<file path="src/rtl/stream_demux_2.sv">
// 1-to-2 valid/ready steering stage: each accepted word goes to the FIFO chosen by in_sel.
// Each output has its own DEPTH-entry FIFO, so one stalled consumer does not block the other path.
module stream_demux_2 #(
  parameter int DATA_W = 32,
  parameter int DEPTH  = 2,
  localparam int CW    = $clog2(DEPTH + 1)
) (
  input  logic              clk,
  input  logic              rst,
  input  logic [DATA_W-1:0] in_data,
  input  logic              in_sel,
  input  logic              in_valid,
  output logic              in_ready,
  output logic [DATA_W-1:0] out0_data,
  output logic              out0_valid,
  input  logic              out0_ready,
  output logic [CW-1:0]     out0_count,
  output logic [DATA_W-1:0] out1_data,
  output logic              out1_valid,
  input  logic              out1_ready,
  output logic [CW-1:0]     out1_count
);

  localparam int AW = $clog2(DEPTH);

  logic [1:0]        w_full;
  logic [1:0]        w_valid;
  logic [1:0]        w_push;
  logic [1:0]        w_pop;
  logic [1:0]        w_out_ready;
  logic [DATA_W-1:0] w_head  [2];
  logic [CW-1:0]     w_count [2];

  // Readiness depends only on in_sel and registered occupancy, never on the consumer readies.
  assign in_ready    = !w_full[in_sel];
  assign w_push[0]   = in_valid && in_ready && !in_sel;
  assign w_push[1]   = in_valid && in_ready &&  in_sel;
  assign w_out_ready = {out1_ready, out0_ready};

  for (genvar g = 0; g < 2; g++) begin : g_fifo
    logic [DATA_W-1:0] r_mem [DEPTH];
    logic [AW-1:0]     r_head;
    logic [AW-1:0]     r_tail;
    logic [CW-1:0]     r_cnt;

    assign w_full[g]  = (r_cnt == CW'(DEPTH));
    assign w_valid[g] = (r_cnt != '0);
    assign w_pop[g]   = w_valid[g] && w_out_ready[g];
    assign w_head[g]  = w_valid[g] ? r_mem[r_head] : '0;
    assign w_count[g] = r_cnt;

    always_ff @(posedge clk or posedge rst) begin
      if (rst) begin
        r_head <= '0;
        r_tail <= '0;
        r_cnt  <= '0;
      end else begin
        if (w_push[g]) r_tail <= r_tail + AW'(1);
        if (w_pop[g])  r_head <= r_head + AW'(1);
        if (w_push[g] && !w_pop[g])      r_cnt <= r_cnt + CW'(1);
        else if (!w_push[g] && w_pop[g]) r_cnt <= r_cnt - CW'(1);
      end
    end

    // Storage holds no reset; stale entries are masked by the valid gating on the head.
    always_ff @(posedge clk) begin
      if (w_push[g]) r_mem[r_tail] <= in_data;
    end
  end

  assign out0_data  = w_head[0];
  assign out0_valid = w_valid[0];
  assign out0_count = w_count[0];
  assign out1_data  = w_head[1];
  assign out1_valid = w_valid[1];
  assign out1_count = w_count[1];

endmodule

</file>
<file path="config.mk">
export PLATFORM = sky130hd
export DESIGN_NAME = stream_demux_2
export DESIGN_NICKNAME = d
export VERILOG_FILES = /design/src/rtl/stream_demux_2.sv
export SDC_FILE = /design/constraint.sdc
export NUM_CORES = 1
export LEC_CHECK = 0
export ABC_CLOCK_PERIOD_IN_PS = 6500
export CAP_MARGIN = 40
export CORE_MARGIN = 3
export CORE_UTILIZATION = 55
export CTS_BUF_LIST = sky130_fd_sc_hd__clkbuf_16
export CTS_CLUSTER_DIAMETER = 30
export CTS_CLUSTER_SIZE = 8
export DETAILED_ROUTE_END_ITERATION = 16
export PLACE_DENSITY = 0.84
export SLEW_MARGIN = 0
export SYNTH_ARGS = -nofsm -noshare
export SYNTH_HDL_FRONTEND = slang
export SYNTH_SLANG_ARGS = --single-unit
</file>
<file path="constraint.sdc">
create_clock -name clk -period 6.5 [get_ports clk]
set_clock_uncertainty 0.15 [all_clocks]
set_input_delay 1.3 -clock clk [delete_from_list [all_inputs] [get_ports clk]]
set_output_delay 1.3 -clock clk [all_outputs]
set_load 0.05 [all_outputs]
</file>
==> results.sh <==
export IMPL_flow_area_growth_from_synthesis_pct=36.0
export IMPL_cp_max_fo=3
export IMPL_number_of_drc_violations_after_detailed_routing=0
export IMPL_worst_hold_path_type="flip-flop to flip-flop"
export IMPL_detail_route_antenna_nets=0
export IMPL_critPathKind="input pin to output port"
export IMPL_floorplan_die_area_mm2=0.0108
export IMPL_place_inst=540
export IMPL_grt_start_max_net_pins=33
export IMPL_ys_ff_latch=136
export IMPL_core_rowCount=35
export IMPL_synthesis_area_per_instance_um2=17.1
export IMPL_h_tree_depth=4
export IMPL_netlist_area_leader_share=0.729
export IMPL_layout_nets=470
export IMPL_reg_clk_slew_reported_paths_ps=60
export IMPL_finalWorstPathRequiredPeriod_ps=4310
export IMPL_final_hold_viol_count=0
export IMPL_global_route_usage_met1=0.253
export IMPL_first_global_vias=3285
export IMPL_core_area_mm2=0.00928
export IMPL_vias=3016
export IMPL_setup_worst_path_start_class="input pin"
export IMPL_seq_area_frac_synth=0.767
export IMPL_netlist_top_cell_by_area="sky130_fd_sc_hd__edfxtp_1"
export IMPL_post_cts_resize_count=0
export IMPL_timing_final_crit_share=0.663
export IMPL_met3_demand_to_capacity_share_in_global_routing=0.0664
export IMPL_cts_tree="yes"
export IMPL_max_freq_mhz=232
export IMPL_cp_data_required_time_ps=5050
export IMPL_port_buffers=108
export IMPL_yosys_top_cells_area="sky130_fd_sc_hd__edfxtp_1 73%, sky130_fd_sc_hd__mux2i_1 12%, sky130_fd_sc_hd__nor2_1 4.8%, sky130_fd_sc_hd__dfrtp_1 3.8%, sky130_fd_sc_hd__buf_6 1.3%"
export IMPL_total_number_of_clock_tree_sinks=136
export IMPL_report_final_slew_viol_count=0
export IMPL_die_w_um=104
export IMPL_timing_max_slew_rel_slack=0.578
export IMPL_finalNonFillerCells=572
export IMPL_n_antenna_cell=0
export IMPL_yosysMostFrequentCell="sky130_fd_sc_hd__edfxtp_1"
export IMPL_min_delay_path_depth=1
export IMPL_grt_overflow_total=0
export IMPL_worstMarginPinSlew_ps=632
export IMPL_worstRegToRegCells=8
export IMPL_post_route_cell_area_mm2=0.00717
export IMPL_dr_first_iter_drc_count=148
export IMPL_cts_hold_repair_buffers=0
export IMPL_syn_instance_count=309
export IMPL_grt_most_used_layer="met2"
export IMPL_routed_wire_length_um=10900
export IMPL_floorplan_initialDensity=0.568
export IMPL_antenna_found_initial=0
export IMPL_globalRouteMet2Util=0.358
export IMPL_grt_util_all_layers=0.211
export IMPL_cts_buffers=17
export IMPL_rsz_0062_raised_after_global_routing="no"
export IMPL_chipHeight_um=104
export IMPL_clock_insertion_delay_at_the_later_pin_of_the_skew_report_ps=400
export IMPL_yosysWarningCount=0
export IMPL_hpwl_um=6610
export IMPL_timing_setup_tns_ps=0
export IMPL_cts_path_max_buffers=2
export IMPL_critPathArrivalTime_ps=2860
export IMPL_ctsRootBufferMaster="sky130_fd_sc_hd__clkbuf_16"
export IMPL_synth_edff_count=128
export IMPL_synth_async_sr_flop_share=0.0588
export IMPL_finalWorstSetupSlack_ps=2190
export IMPL_place_gp_congestion=0.733
export IMPL_drive_gt1_frac=0.122
export IMPL_dpl_instance_area_mm2=0.00658
export IMPL_max_cap_viol_count=0
export IMPL_synth_cell_area_mm2=0.00527
export IMPL_number_of_distinct_library_cells_after_synthesis=21
export IMPL_fillers=569
export IMPL_drt_first_pass_iters=4
export IMPL_syn_num_nets=349
export IMPL_ys_flop_type="sky130_fd_sc_hd__edfxtp_1"
export IMPL_status="complete, no violations"
export IMPL_setup_worst_path_end_class="output port"
export IMPL_io_pins=109
export IMPL_routed_via_density=5.27
export IMPL_postCtsSetupRepairBufs=0
export IMPL_grt_pass1_wl_um=17400
export IMPL_wl_per_cell_um=19.0
export IMPL_setup_viol=0
export IMPL_dp_worst_setup_slack_ps=2200
export IMPL_synth_top_cells_by_count="128 x sky130_fd_sc_hd__edfxtp_1, 67 x sky130_fd_sc_hd__nor2_1, 64 x sky130_fd_sc_hd__mux2i_1"
## path summary, 6_finish.rpt
kind | slack, ps | start | endpoint
setup / recovery | 2190 | in_sel | in_ready
hold / removal | 380 | g_fifo[1].r_tail | g_fifo[1].r_tail
setup reg to reg | 4080 | out0_count[0] | out0_count[1]
hold reg to reg | 380 | g_fifo[1].r_tail | g_fifo[1].r_tail
max in group asynchronous | 4930 | rst | g_fifo[1].r_head
min in group asynchronous | 1010 | rst | g_fifo[0].r_tail
## stage by stage
step	hold slack [ps]	util
after floorplan	310	-
after global placement	350	0.692
after detailed placement	364	0.709
after CTS	383	0.772
after global routing	397	0.772
final	382	0.772
## area by class of cell
| type | count | area (um^2) | area share |
|---|---|---|---|
| clock inverters | 15 | 161 | 0.0225 |
| well taps | 129 | 161 | 0.0225 |
| inverters | 4 | 15.0 | 0.00209 |
| flip-flops and latches | 136 | 4050 | 0.564 |
| repair buffers | 116 | 1240 | 0.174 |
| clock buffers | 17 | 425 | 0.0593 |
| multi-input cells | 155 | 1110 | 0.156 |
## layout by cell type, fill, tap and decap left out, drive strengths merged
master and instances:
clkinv 2, xnor2 5, nand3b 1, and2 2, xor2 5, and2b 1, inv 13, clkbuf 17
nand2b 2, edfxtp 128, dfrtp 8, mux2i 64, ha 2, nand2 2, mux2 1, nor2 69
and3 1, clkdlybuf4s50 108, bufinv 1, clkinvlp 3, buf 8
## worst max-delay path: stages
cell                              delay (ps)
sky130_fd_sc_hd__clkdlybuf4s50_1         510
sky130_fd_sc_hd__mux2_2                  340
sky130_fd_sc_hd__clkdlybuf4s50_1         700
## registers in the layout, indices dropped and copies added (netlist names)
| register | cells |
|---|---|
| g_fifo.r_tail | 2 |
| out1_count | 2 |
| g_fifo.r_head | 2 |
| out0_count | 2 |
| g_fifo.r_mem | 128 |
## logic make-up after synthesis
family,count (synthesis),synth area share
AND/OR/NAND/NOR,78,0.0620
buffers and inverters,18,0.0242
XOR/XNOR,10,0.0180
adder cells (fa/ha/maj),2,0.00475
flip-flops,136,0.767
multiplexers,65,0.124
## metal layers
| metal | part of all wire | up-vias |
|---|---|---|
| met2 | 0.52 | 105 |
| met4 | 0.020 | 0 |
| li1 | - | 1370 |
| met1 | 0.41 | 1524 |
| met3 | 0.057 | 17 |
| met5 | 0 | - |
Power is not shown: default switching activity piles up to over one toggle a cycle in this logic, so the estimate is an artifact.
